===== src/rtl/pwm_pkg.sv =====
`default_nettype none
// ============================================================================
// Module      : pwm_pkg
// Description : Shared types and build defaults for the PWM sequencer.
//               Holds the sequencer state encoding and the default width,
//               period and duty used by pwm_seq_ctrl and pwm_cnt_cmp.
// Revision    : 1.0 - initial release
// ============================================================================
package pwm_pkg;

    localparam int unsigned c_DEFAULT_WIDTH  = 8;
    localparam int unsigned c_DEFAULT_PERIOD = 255;
    localparam int unsigned c_DEFAULT_DUTY   = 0;

    typedef enum logic [1:0] {
        IDLE  = 2'd0,
        RUN   = 2'd1,
        DRAIN = 2'd2
    } pwm_state_t;

endpackage : pwm_pkg
`default_nettype wire


===== src/rtl/pwm_cnt_cmp.sv =====
`default_nettype none
// ============================================================================
// Module      : pwm_cnt_cmp
// Description : Period counter with wrap detect and registered duty compare.
//   ck      in   clock, rising edge
//   rst     in   asynchronous active-high reset
//   run     in   sequencer is active this cycle (counter advances)
//   clr     in   next cycle is idle: force count and output low
//   period  in   active period value (wrap when cnt == period)
//   duty    in   duty value in effect for the next cycle
//   cnt     out  current count
//   wrap    out  this edge is a period boundary (only while run)
//   pwm_out out  registered output, equal to (cnt < duty in effect)
// Revision    : 1.0 - initial release
// ============================================================================
module pwm_cnt_cmp
    import pwm_pkg::*;
#(
    parameter int unsigned WIDTH = c_DEFAULT_WIDTH
) (
    input  logic             ck,
    input  logic             rst,
    input  logic             run,
    input  logic             clr,
    input  logic [WIDTH-1:0] period,
    input  logic [WIDTH-1:0] duty,
    output logic [WIDTH-1:0] cnt,
    output logic             wrap,
    output logic             pwm_out
);

    logic [WIDTH-1:0] r_cnt;
    logic             r_pwm;
    logic [WIDTH-1:0] w_cnt_nxt;

    assign wrap = run && (r_cnt == period);

    // When not running and not cleared we are leaving IDLE: the first active
    // cycle starts at zero, so the next count is zero in both cases.
    always_comb begin
        w_cnt_nxt = '0;
        if (!clr && run) begin
            w_cnt_nxt = wrap ? '0 : (r_cnt + WIDTH'(1));
        end
    end

    // The compare uses the next count and next duty so the flopped output
    // lines up with the count it belongs to.
    always_ff @(posedge ck or posedge rst) begin
        if (rst) begin
            r_cnt <= '0;
            r_pwm <= 1'b0;
        end else begin
            r_cnt <= w_cnt_nxt;
            r_pwm <= !clr && (w_cnt_nxt < duty);
        end
    end

    assign cnt     = r_cnt;
    assign pwm_out = r_pwm;

endmodule : pwm_cnt_cmp
`default_nettype wire


===== src/rtl/pwm_seq_ctrl.sv =====
`default_nettype none
// ============================================================================
// Module      : pwm_seq_ctrl
// Description : Single-channel PWM sequencer. Config arrives on a valid/ready
//               handshake into pending (shadow) registers and is moved to the
//               active registers in IDLE or on a period boundary.
//   ck         in   clock, rising edge
//   rst        in   asynchronous active-high reset
//   en         in   run request (level)
//   cfg_valid  in   config offer
//   cfg_ready  out  config accept (registered, = !pend_vld)
//   cfg_period in   requested period (length = value + 1 cycles)
//   cfg_duty   in   requested high time in cycles
//   pwm_out    out  registered PWM output
//   busy       out  high in RUN or DRAIN
//   period_irq out  one-cycle pulse after each boundary (PWM_PERIOD_IRQ_EN)
//   cnt        out  current count
// Build option: define PWM_PERIOD_IRQ_EN to add the period_irq output.
// Revision    : 1.0 - initial release
// ============================================================================
module pwm_seq_ctrl
    import pwm_pkg::*;
#(
    parameter int unsigned WIDTH          = c_DEFAULT_WIDTH,
    parameter int unsigned DEFAULT_PERIOD = c_DEFAULT_PERIOD,
    parameter int unsigned DEFAULT_DUTY   = c_DEFAULT_DUTY
) (
    input  logic             ck,
    input  logic             rst,
    input  logic             en,
    input  logic             cfg_valid,
    output logic             cfg_ready,
    input  logic [WIDTH-1:0] cfg_period,
    input  logic [WIDTH-1:0] cfg_duty,
    output logic             pwm_out,
    output logic             busy,
`ifdef PWM_PERIOD_IRQ_EN
    output logic             period_irq,
`endif
    output logic [WIDTH-1:0] cnt
);

    pwm_state_t       r_state;
    pwm_state_t       w_state_nxt;
    logic [WIDTH-1:0] r_act_period;
    logic [WIDTH-1:0] r_act_duty;
    logic [WIDTH-1:0] r_pend_period;
    logic [WIDTH-1:0] r_pend_duty;
    logic             r_pend_vld;
    logic             r_cfg_ready;
    logic             r_busy;

    logic             w_xfer;
    logic             w_active;
    logic             w_wrap;
    logic             w_apply;
    logic             w_clr;
    logic             w_pend_vld_nxt;
    logic [WIDTH-1:0] w_duty_nxt;

    assign w_xfer   = cfg_valid && r_cfg_ready;
    assign w_active = (r_state != IDLE);
    // Pending values move in while idle or at a boundary. A transfer on the
    // same edge cannot coincide: pend_vld=1 means cfg_ready=0.
    assign w_apply  = r_pend_vld && ((r_state == IDLE) || w_wrap);

    always_comb begin
        w_state_nxt = r_state;
        case (r_state)
            IDLE:    if (en) w_state_nxt = RUN;
            RUN:     if (!en) w_state_nxt = DRAIN;
            DRAIN: begin
                if (en)          w_state_nxt = RUN;
                else if (w_wrap) w_state_nxt = IDLE;
            end
            default: w_state_nxt = IDLE;
        endcase
    end

    always_comb begin
        w_pend_vld_nxt = r_pend_vld;
        if (w_xfer)       w_pend_vld_nxt = 1'b1;
        else if (w_apply) w_pend_vld_nxt = 1'b0;
    end

    assign w_clr      = (w_state_nxt == IDLE);
    assign w_duty_nxt = w_apply ? r_pend_duty : r_act_duty;

    always_ff @(posedge ck or posedge rst) begin
        if (rst) begin
            r_state       <= IDLE;
            r_act_period  <= WIDTH'(DEFAULT_PERIOD);
            r_act_duty    <= WIDTH'(DEFAULT_DUTY);
            r_pend_period <= '0;
            r_pend_duty   <= '0;
            r_pend_vld    <= 1'b0;
            r_cfg_ready   <= 1'b1;
            r_busy        <= 1'b0;
        end else begin
            r_state     <= w_state_nxt;
            r_pend_vld  <= w_pend_vld_nxt;
            r_cfg_ready <= !w_pend_vld_nxt;
            r_busy      <= (w_state_nxt != IDLE);
            if (w_xfer) begin
                r_pend_period <= cfg_period;
                r_pend_duty   <= cfg_duty;
            end
            if (w_apply) begin
                r_act_period <= r_pend_period;
                r_act_duty   <= r_pend_duty;
            end
        end
    end

    pwm_cnt_cmp #(
        .WIDTH (WIDTH)
    ) u_cnt_cmp (
        .ck      (ck),
        .rst     (rst),
        .run     (w_active),
        .clr     (w_clr),
        .period  (r_act_period),
        .duty    (w_duty_nxt),
        .cnt     (cnt),
        .wrap    (w_wrap),
        .pwm_out (pwm_out)
    );

`ifdef PWM_PERIOD_IRQ_EN
    // Pulse lands in the cnt==0 cycle after every boundary, including the
    // final DRAIN boundary; IDLE->RUN entry is not a boundary.
    logic r_period_irq;

    always_ff @(posedge ck or posedge rst) begin
        if (rst) r_period_irq <= 1'b0;
        else     r_period_irq <= w_wrap;
    end

    assign period_irq = r_period_irq;
`endif

    assign cfg_ready = r_cfg_ready;
    assign busy      = r_busy;

endmodule : pwm_seq_ctrl
`default_nettype wire


===== config.mk =====
export PLATFORM = sky130hd
export DESIGN_NAME = pwm_seq_ctrl
export DESIGN_NICKNAME = d
export VERILOG_FILES = /design/src/rtl/pwm_pkg.sv /design/src/rtl/pwm_cnt_cmp.sv /design/src/rtl/pwm_seq_ctrl.sv
export SDC_FILE = /design/constraint.sdc
export NUM_CORES = 1
export LEC_CHECK = 0
export BUFFER_PORTS_ARGS = -buffer_cell sky130_fd_sc_hd__buf_2
export CAP_MARGIN = 5
export CORE_MARGIN = 3
export CORE_UTILIZATION = 60
export CTS_CLUSTER_DIAMETER = 100
export DETAILED_ROUTE_END_ITERATION = 7
export PLACE_DENSITY = 0.82
export REMOVE_ABC_BUFFERS = 1
export SETUP_SLACK_MARGIN = 0.15
export SYNTH_ARGS = -nofsm -noshare
export SYNTH_HDL_FRONTEND = slang
export SYNTH_SLANG_ARGS = --single-unit

===== constraint.sdc =====
create_clock -name ck -period 5.7 [get_ports ck]
set_input_delay 1.14 -clock ck [delete_from_list [all_inputs] [get_ports ck]]
set_output_delay 1.14 -clock ck [all_outputs]
set_load 0.01 [all_outputs]

# Word-level counts from Yosys, hierarchy flattened
# Cells that the tools add are included.
# W data, S select, Z words.
[word_totals] regBits=46 latch_bits=0 ramBits=0 romBits=0 wordCells=37 mem_count=0
[op_classes] n_addsub=1 mul=0 n_div=0 magnitude_cmp=1 n_eq_ne=3 shifts=0 muxes=10 n_bitwise=0 n_reduce_logical=12
[op_table] cell="$mux W8" n=3
[op_table] cell="$add A8 B1 Y8 const B" n=1
[op_table] cell="$eq A8 B8 Y1" n=1
[op_table] cell="$lt A8 B8 Y1" n=1
[op_table] cell="$mux W2" n=4
[op_table] cell="$pmux W2 S3" n=1
[op_table] cell="$logic_and A1 B1 Y1" n=5
[op_table] cell="$logic_not A2 Y1" n=2
[op_table] cell="$reduce_bool A2 Y1" n=2
[op_table] cell="$eq A2 B1 Y1 const B" n=1
[op_table] cell="$eq A2 B2 Y1 const B" n=1
[op_table] cell="$logic_not A1 Y1" n=2
[op_table] cell="$mux W1" n=2
[op_table] cell="$logic_or A1 B1 Y1" n=1

# Longest topological paths before layout
# Gate-level depths: netlist (run 1).
[logic_depth] word_depth=11 mapped_depth=12 depth_no_buf=11

# Hierarchy
# From an unflattened synthesis (run 1), not the netlist that was laid out.
[hier_totals] hier_cells=161 area_unflattened_um2=2127.0
[by_module_without_submodules] mod="pwm_seq_ctrl" instances=1 cells_per_inst=87 area_each_um2=1463.9 seq_area_each_um2=937.1
[by_module_without_submodules] mod="pwm_cnt_cmp" instances=1 cells_per_inst=74 area_each_um2=663.1 seq_area_each_um2=225.2

# Worst setup path before layout (run 1)
# No wires, ideal clock.
[synth_path] path_type="register to register" start="register r_act_period[0]" end="register u_cnt_cmp.r_pwm, in the netlist u_cnt_cmp.pwm_out" setup_ns=0.094 t_arrival_ns=2.207 path_slack_ns=3.399 path_stages_with_launch=13 n_path_buf=1 path_cell_list="dfstp_2 xnor2_1 nand4_2 nor2_4 o21ai_4 buf_6 mux2i_1 ha_1 a21oi_1 o22ai_1 o21ai_0 nand2_1 a211oi_1"
[synth_via] elab_chain_cells=11 word_cells_on_any_way=15 cone_classes="1 x order compare; 1 x eq/ne; 6 x mux; 7 x reduce/logical"
[synth_rtl] element="from (decl)" line_no="pwm_seq_ctrl.sv:45" rtl="logic [WIDTH-1:0] r_act_period;"
[synth_rtl] element="from (signal assigned)" line_no="pwm_seq_ctrl.sv:92" rtl="r_act_period <= WIDTH'(DEFAULT_PERIOD);"
[synth_rtl] element="from (signal assigned)" line_no="pwm_seq_ctrl.sv:109" rtl="r_act_period <= r_pend_period;"
[synth_rtl] element="$eq A8 B8 Y1 (*)" line_no="pwm_cnt_cmp.sv:36" rtl="assign wrap = run && (r_cnt == period);"
[synth_rtl] element="$logic_and A1 B1 Y1 (*)" line_no="pwm_cnt_cmp.sv:36"
[synth_rtl] element="$mux W2" line_no="pwm_seq_ctrl.sv:74" rtl="else if (w_wrap) w_state_nxt = IDLE;"
[synth_rtl] element="$mux W2" line_no="pwm_seq_ctrl.sv:73" rtl="if (en) w_state_nxt = RUN;"
[synth_rtl] element="$pmux W2 S3" line_no="pwm_seq_ctrl.sv:69" rtl="case (r_state)"
[synth_rtl] element="$logic_not A2 Y1" line_no="pwm_seq_ctrl.sv:86" rtl="assign w_clr = (w_state_nxt == IDLE);"
[synth_rtl] element="$logic_not A1 Y1" line_no="pwm_cnt_cmp.sv:42, pwm_cnt_cmp.sv:55"
[synth_rtl] element="$logic_and A1 B1 Y1" line_no="pwm_cnt_cmp.sv:42" rtl="if (!clr && run) begin"
[synth_rtl] element="$mux W8" line_no="pwm_cnt_cmp.sv:42"
[synth_rtl] element="$lt A8 B8 Y1" line_no="pwm_cnt_cmp.sv:55" rtl="r_pwm <= !clr && (w_cnt_nxt < duty);"
[synth_rtl] element="$logic_and A1 B1 Y1 (*)" line_no="pwm_cnt_cmp.sv:55"
[synth_rtl] element="to (signal assigned)" line_no="pwm_cnt_cmp.sv:55"
[synth_rtl] element="to (decl)" line_no="pwm_cnt_cmp.sv:33" rtl="logic r_pwm;"
# Every way passes the cells marked *; elsewhere a longest branch is shown, timed or not.
# A chain may end at the register's enable or synchronous reset.

# Worst setup path in the final report (run 1)
[layout_path] start="register u_cnt_cmp.r_cnt[4], in the netlist u_cnt_cmp.cnt[4]" end="register u_cnt_cmp.r_pwm, in the netlist u_cnt_cmp.pwm_out"
[layout_via] elab_chain_cells=11 word_cells_on_any_way=16 cone_classes="1 x add/sub; 1 x order compare; 1 x eq/ne; 6 x mux; 7 x reduce/logical"
[layout_rtl] element="from (decl)" line_no="pwm_cnt_cmp.sv:32" rtl="logic [WIDTH-1:0] r_cnt;"
[layout_rtl] element="from (signal assigned)" line_no="pwm_cnt_cmp.sv:54" rtl="r_cnt <= w_cnt_nxt;"
[layout_rtl] element="$eq A8 B8 Y1" line_no="pwm_cnt_cmp.sv:36"
[layout_rtl] element="$logic_and A1 B1 Y1" line_no="pwm_cnt_cmp.sv:36"
[layout_rtl] element="$mux W2" line_no="pwm_seq_ctrl.sv:74"
[layout_rtl] element="$mux W2" line_no="pwm_seq_ctrl.sv:73"
[layout_rtl] element="$pmux W2 S3" line_no="pwm_seq_ctrl.sv:69"
[layout_rtl] element="$logic_not A2 Y1" line_no="pwm_seq_ctrl.sv:86"
[layout_rtl] element="$logic_not A1 Y1" line_no="pwm_cnt_cmp.sv:42, pwm_cnt_cmp.sv:55"
[layout_rtl] element="$logic_and A1 B1 Y1" line_no="pwm_cnt_cmp.sv:42"
[layout_rtl] element="$mux W8" line_no="pwm_cnt_cmp.sv:42"
[layout_rtl] element="$lt A8 B8 Y1" line_no="pwm_cnt_cmp.sv:55"
[layout_rtl] element="$logic_and A1 B1 Y1 (*)" line_no="pwm_cnt_cmp.sv:55"
# Marks and branches as above.

==> impl_results.md, run 1 <==
- Placed wire-length estimate: 2870 microns
- Routed Wire Length: 3890 microns
- Post-route cell area: 2480 sq um
- Post-synthesis sequential area ratio: 0.529
- Status: complete, no violations
- WP data required: 5910 ps
- Layout Skew: 6.69 ps
- CP Class: register to register
- Final global-route overflow total: 0
- Most common cell after layout, fill and taps aside: dfrtp_1
- Starting DRT DRC Count: 85
- Fin crit period: 2910 ps
- Peak Freq: 0.344 GHz
- Vias per Instance: 5.46
- Cell-internal power: 0.000773 W
- FF-to-FF End: u_cnt_cmp.pwm_out
- Syn. warnings: 0
- Setup crit start: u_cnt_cmp.cnt[4]
- GPL Wtd Cong: 0.748
- Resize count post-CTS: 0
- Register share of total power: 0.496
- CTS Sinks: 46
- Switching part of the total power: 0.300
- Max cap viols: 0
- Initial Util: 0.638
- Part of the cycle the worst path needs: 0.510
- Syn Std Cell Area: 2200 sq um
- Routed via count: 1,337
- Global-route wire length before repair: 6670 microns
- Setup Fix Bufs, Post-CTS: 0
- Total GRT Usage: 0.204
- Root buf cell: clkbuf_8
- Setup TNS: 0 ps
- Core box area: 3440 sq um
- RSZ-0062 raised after global routing: false
- Pin count of the biggest net entering global routing: 47
- R2R setup slack: 2790 ps
- Finish-stage setup viols: 0
- DRC viols: 0
- Combinational power share: 0.320
- Syn_area_per_cell: 13.5 sq um
- Pwr Density: 446 nW/um^2
- Hold Path Sink: r_act_duty[3]
- PortBufs: 30
- Clock-pin slew on the worst setup and hold paths: 80 ps
- Remaining antenna violation count: 0
- VDD IR-drop max: 0.000297 V
- Num rows: 21
- Clk buf depth: 2
- Die footprint: 4420 sq um
- I/O pins: 31
- CTS tree: yes
- Htree depth: 2
- Vias in the first global route: 1,423
- Dpl ws: 2790 ps
- WHS: 510 ps
- Max_slew headroom: 0.372
- R2R depth: 11
- DR pass1 iterations: 4
- Setup crit start kind: register
- Placed cells: 237
- Clock share of power: 0.184
- Synth cell types: 32
- Reg-to-reg startpoint: u_cnt_cmp.cnt[4]
- Arrival time at the worst endpoint: 3120 ps
- Hold path depth: 1
- Static leakage: 1.20 nW
- CP endpoint kind: register
- Worst hold start: r_act_duty[3]
- Most frequent cells in the layout: 37 x dfrtp_1, 30 x buf_2, 18 x mux2_2
- Worst hold path class: register to register
- Final Hold Viols: 0
- Area delta synth->final: 12.8%
- Hold buffer count at CTS: 0
- #FFs+latches synth: 46
- Layout cells sized above 1: 0.432
- Final worst setup slack: 2790 ps
- Syn Inst Count: 163
- Die height: 66.5 microns
- Post-DP Area: 2380 sq um
- CP max FO: 22
- DR WL/cell: 15.9 microns
- Die W: 66.5 microns
- Switching power: 0.000331 W
- Clock Latency Late Sink: 300 ps
- Least-Margin Pin Slew: 939 ps
- Nets: 226
- Total CTS buffers: 5
- # diodes: 0
- Final Max Tran Viols: 0
- Final cell count without fillers: 245
- Initial antenna violation count: 0
-- cell type report --
class / instances / area (sq um)
Fill cell: 257 / 966
Tap cell: 46 / 57.6
Inverter: 6 / 22.5
Sequential cell: 46 / 1160
Timing Repair Buffer: 31 / 158
Clock inverter: 1 / 5.00
Clock buffer: 7 / 86.3
Multi-Input combinational cell: 108 / 985
-- state kept, by name (all words and copies together) (netlist names) --
name               flops
r_act_period           8
r_pend_duty            8
cfg_ready              1
u_cnt_cmp.cnt          8
u_cnt_cmp.pwm_out      1
busy                   1
r_state                2
r_pend_vld             1
r_pend_period          8
r_act_duty             8
-- cells by family after synthesis --
kind of cell | share of synthesized area
flops | 0.529
mux | 0.213
simple gates | 0.0769
compound gates | 0.0570
xor+xnor | 0.0558
buf+inv | 0.0222
fa+ha+maj | 0.0456
-- metrics by stage --
step	utilization	total power (W)
after floorplan	-	0.000821
after global placement	0.693	0.000884
after detailed placement	0.693	0.000910
after CTS	0.719	0.00111
after global routing	0.719	0.00118
final	0.719	0.00110
-- layer usage --
metal,vias up,share of wire,GRT usage
met5,-,0,0
met4,0,0.013,0.0533
met3,6,0.041,0.0523
met2,27,0.51,0.347
met1,662,0.43,0.259
li1,642,-,-
-- worst max-delay path: stages, from the launching register on --
cell and delay, ps:
dfrtp_1 470, xnor2_1 170, nand4_2 160, nor2_4 80, o21ai_4 750, mux2i_1 290, ha_1 270, a21oi_1 140
o22ai_1 80, o21ai_0 160, nand2_1 80, a211oi_1 160
-- synth_stat cells --
cell type,instances,share of area
dfrtp_1,37,0.42
mux2_2,18,0.092
mux2_4,13,0.089
nor2_1,12,0.021
xnor2_1,12,0.048
dfstp_2,9,0.11
ha_1,8,0.046
mux2i_1,7,0.032
inv_1,6,0.010
a21oi_1,5,0.011
nand2_1,5,0.0085
nand3_1,4,0.0091
and3_1,2,0.0057
buf_6,2,0.010
nand2b_1,2,0.0057
nand4_2,2,0.011
o221a_2,2,0.010
o32ai_1,2,0.0080
xor2_1,2,0.0080
a211oi_1,1,0.0034
a21boi_0,1,0.0034
a22o_1,1,0.0040
and2_1,1,0.0029
clkbuf_1,1,0.0017
nor2_4,1,0.0051
nor3_1,1,0.0023
o21ai_0,1,0.0023
o21ai_2,1,0.0040
o21ai_4,1,0.0074
o22ai_1,1,0.0029
or2_2,1,0.0029
or3_1,1,0.0029
-- worst max-delay path by stage --
stage	slack (ps)	cells past startpoint	to
2_1_floorplan	3120	11	u_cnt_cmp.pwm_out
3_3_place_gp	2880	11	u_cnt_cmp.pwm_out
3_5_place_dp	2790	11	u_cnt_cmp.pwm_out
4_1_cts	2760	11	u_cnt_cmp.pwm_out
5_1_grt	2570	11	u_cnt_cmp.pwm_out
6_report	2790	11	u_cnt_cmp.pwm_out
-- power groups by stage --
stage | Combinational, W | Sequential, W | Clock (W)
floorplan | 0.000289 | 0.000532 | 0
global placement | 0.000340 | 0.000543 | 0
detailed placement | 0.000356 | 0.000553 | 0
CTS | 0.000359 | 0.000548 | 0.000207
global route | 0.000390 | 0.000565 | 0.000222
finish | 0.000354 | 0.000547 | 0.000203
Power figures use the tool's default switching activity.
==> run 2: changes to the inputs <==
--- a/config.mk
+++ b/config.mk
@@ -5,13 +5,14 @@
 export SDC_FILE = /design/constraint.sdc
 export NUM_CORES = 1
 export LEC_CHECK = 0
+export ABC_AREA = 1
 export BUFFER_PORTS_ARGS = -buffer_cell sky130_fd_sc_hd__buf_2
 export CAP_MARGIN = 5
 export CORE_MARGIN = 3
-export CORE_UTILIZATION = 60
+export CORE_UTILIZATION = 56
 export CTS_CLUSTER_DIAMETER = 100
 export DETAILED_ROUTE_END_ITERATION = 7
-export PLACE_DENSITY = 0.82
+export PLACE_DENSITY = 0.77
 export REMOVE_ABC_BUFFERS = 1
 export SETUP_SLACK_MARGIN = 0.15
 export SYNTH_ARGS = -nofsm -noshare
==> constraint.sdc (replaced) <==
create_clock -name ck -period 3 [get_ports ck]
set_input_delay 0.6 -clock ck [delete_from_list [all_inputs] [get_ports ck]]
set_output_delay 0.6 -clock ck [all_outputs]
set_load 0.01 [all_outputs]
==> run 2 against run 1 <==
Largest cell class unchanged. Critical endpoint unchanged. Utilization decreased by 2.3 points. Clock-buffer cell count unchanged. Sequential power increased by 77%. Worst setup slack got worse by 2100 ps. Critical path depth unchanged. Area after synthesis decreased by 3.1%. Via count increased by 7.3%.
==> impl_results.md, run 2 <==
- Num rows: 21 (unchanged)
- Top cell type by total area after synthesis: dfrtp_1
- Layout Skew: 6.69 ps (+0.00306 ps)
- Most frequent cells in the layout: 43 x nand2_1, 37 x dfrtp_1, 35 x inv_1
- Least-Margin Pin Slew: 749 ps (-190 ps)
- Max cap viols: 0 (unchanged)
- Placed wire-length estimate: 2580 microns (-10%)
- Final cell count without fillers: 297 (+21%)
- Fill cell count: 284 (+11%)
- Syn. warnings: 0 (unchanged)
- Syn Inst Count: 215 (+32%)
- Final Hold Viols: 0 (unchanged)
- Cell with the most instances after synthesis: nand2_1
- Pwr Density: 796 nW/um^2 (+78%)
- Starting DRT DRC Count: 89 (+4.7%)
- Post-synthesis sequential area ratio: 0.546 (+0.0168)
- R2R setup slack: 730 ps (-2060 ps)
- Placed cells: 289 (+22%)
- Setup TNS: 0 ps (unchanged)
- Syn_area_per_cell: 9.90 sq um (-27%)
- Main area contributors after synthesis: dfrtp_1 44%, dfstp_2 11%, mux2_2 9.5%, nand2_1 7.6%, inv_1 6.3%
- Top cells by count, synth: 43 x nand2_1, 37 x dfrtp_1, 36 x inv_1
- Nets: 278 (+23%)
- Post-DP Area: 2330 sq um (-2.4%)
- Root buf cell: clkbuf_8
- Final global-route overflow total: 0 (unchanged)
- Core box area: 3490 sq um (+1.5%)
- Most Used Layer, Global Route: met2
- #FFs+latches synth: 46 (unchanged)
- Syn Std Cell Area: 2130 sq um (-3.1%)
- Total GRT Usage: 0.184 (-0.0199)
- CP max stage cell: dfstp_2
- CP Capture Point: u_cnt_cmp.pwm_out
- Hold buffer count at CTS: 0 (unchanged)
- Most common cell after layout, fill and taps aside: nand2_1
- Buffers plus inverters on the worst setup path: 0 (unchanged)
- Routed via count: 1,434 (+7.3%)
- CP Class: register to register
- Remaining antenna violation count: 0 (unchanged)
- FF-to-FF End: u_cnt_cmp.pwm_out
- Peak Freq: 0.441 GHz (+28%)
- Ys flop type: dfrtp_1
- Async S/R FF share, synth: 1.00 (unchanged)
- PortBufs: 30 (unchanged)
- Part of the cycle the worst path needs: 0.756 (+0.246)
- M2 GR Usage: 0.286 (-0.0614)
- Htree depth: 2 (unchanged)
- WP data required: 3230 ps (-2680 ps)
- Vias per Instance: 4.83 (-12%)
- Final Max Tran Viols: 0 (unchanged)
- DRC viols: 0 (unchanged)
- Layout cells sized above 1: 0.287 (-0.145)
- Area delta synth->final: 14.3%
- CTS Sinks: 46 (unchanged)
- VDD IR-drop max: 0.000457 V (+54%)
- GPL Wtd Cong: 0.851 (+14%)
- Routed Wire Length: 3520 microns (-9.5%)
- DR WL/cell: 11.8 microns (-25%)
- Die W: 67.7 microns (+1.7%)
- Vias in the first global route: 1,349 (-5.2%)
- Total CTS buffers: 5 (unchanged)
- Clock Latency Late Sink: 300 ps (about the same)
- CP endpoint kind: register
- Resize count post-CTS: 0 (unchanged)
- Pin count of the biggest net entering global routing: 47 (unchanged)
- Die height: 67.7 microns (+1.7%)
- Die footprint: 4580 sq um (+3.5%)
- Top-area cell type share of the netlist area: 0.435 (+0.0134)
- Final worst setup slack: 732 ps (-2060 ps)
- Initial Util: 0.609 (-0.0289)
- Reg-to-reg startpoint: r_act_period[2]
- Setup Fix Bufs, Post-CTS: 0 (unchanged)
- Status: complete, no violations
- Finish-stage setup viols: 0 (unchanged)
- Initial antenna violation count: 0 (unchanged)
- Worst hold path class: input pin to async pin
- I/O pins: 31 (unchanged)
- Clock-pin slew on the worst setup and hold paths: 80 ps (about the same)
- Grt met3 use: 0.0632 (+0.0110)
- # diodes: 0 (unchanged)
- Dpl ws: 745 ps (-2040 ps)
- Max_slew headroom: 0.499 (+0.128)
- Post-route cell area: 2430 sq um (-1.7%)
- Global-route wire length before repair: 6030 microns (-9.6%)
- EDFF count, synth: 0 (unchanged)
- Synth cell types: 25 (-22%)
- Fin crit period: 2270 ps (-638 ps)
- Setup crit start kind: register
- Met1 usage: 0.234 (-0.0247)
- R2R depth: 11 (unchanged)
- CP max FO: 28 (+27%)
- RSZ-0062 raised after global routing: false
- Static leakage: 1.26 nW (+5.0%)
- Critical path depth in cells: 11 (unchanged)
- CP max stage delay: 550 ps (-200 ps)
- DR pass1 iterations: 4 (unchanged)
- Setup crit start: r_act_period[2]
- Crit-path cells: xnor2_1, nand2_1, nor2_1, nand2_2, nand2_4, nand2_8, o21ai_0, ha_1, a21oi_1, o211ai_1, a21oi_2
- CTS tree: yes
- CP top delay family: compound AO/OA/AOI/OAI gates
- Arrival time at the worst endpoint: 2500 ps (-620 ps)
- Clk buf depth: 2 (unchanged)
==> run 2: cell types whose count changed after synthesis, sizes merged, moves of 3 or more <==
cell,delta
nand3,+3
nand2,+43
nor2,+4
mux2i,-7
xnor2,-7
inv,+30
mux2,-13
o21ai,+6
a21oi,+6
==> run 2: routing by layer <==
layer	share of wire	vias up
li1	-	749
met1	0.46	657
met2	0.49	23
met3	0.039	5
met4	0.011	0
met5	0	-
==> run 2: worst min path at each step <==
stage | startpoint | endpoint
finish | rst | r_pend_duty[7]
global route | rst | r_pend_duty[6]
CTS | rst | r_act_duty[5]
detailed placement | r_act_duty[0] | r_act_duty[0]
global placement | r_act_duty[0] | r_act_duty[0]
floorplan | r_act_duty[0] | r_act_duty[0]
==> run 2: per-stage QoR <==
stage / power, W / utilization / hold WS, ps
final: 0.00194 / 0.696 / 421
after global routing: 0.00210 / 0.696 / 461
after CTS: 0.00196 / 0.696 / 442
after global placement: 0.00148 / 0.666 / 459
after detailed placement: 0.00151 / 0.666 / 479
after floorplan: 0.00137 / - / 449
==> run 2: logic make-up (layout without fill, tap and decap cells) <==
logic type / count (synthesis) / in the layout / synth area share
fa+ha+maj: 8 / 8 / 0.0470
buf+inv: 39 / 75 / 0.0711
flops: 46 / 46 / 0.546
simple gates: 75 / 75 / 0.156
xor+xnor: 7 / 7 / 0.0288
mux: 18 / 18 / 0.0952
compound gates: 22 / 22 / 0.0553
==> run 2: worst register-to-register path: cells and delay by family (launching register included) <==
family,cells,cell delay (ps)
compound gates,4,640
xor+xnor,1,120
flops,1,550
fa+ha+maj,1,300
simple gates,5,590
==> run 2: report_power, final <==
group,internal (W),switching [W]
logic,0.000239,0.000281
registers,0.000863,0.000106
clock network,0.000249,0.000198
total,0.00135,0.000585
==> run 2: layout make-up <==
type                       instances  area [sq um]  area share
clock buffer                       7          76.3      0.0314
clock inverter                     1          30.0      0.0123
inverter                          36           135      0.0555
multi-input combinational        130           815       0.335
sequential                        46          1160       0.478
tap                               46          57.6      0.0237
timing repair buffer              31           158      0.0648
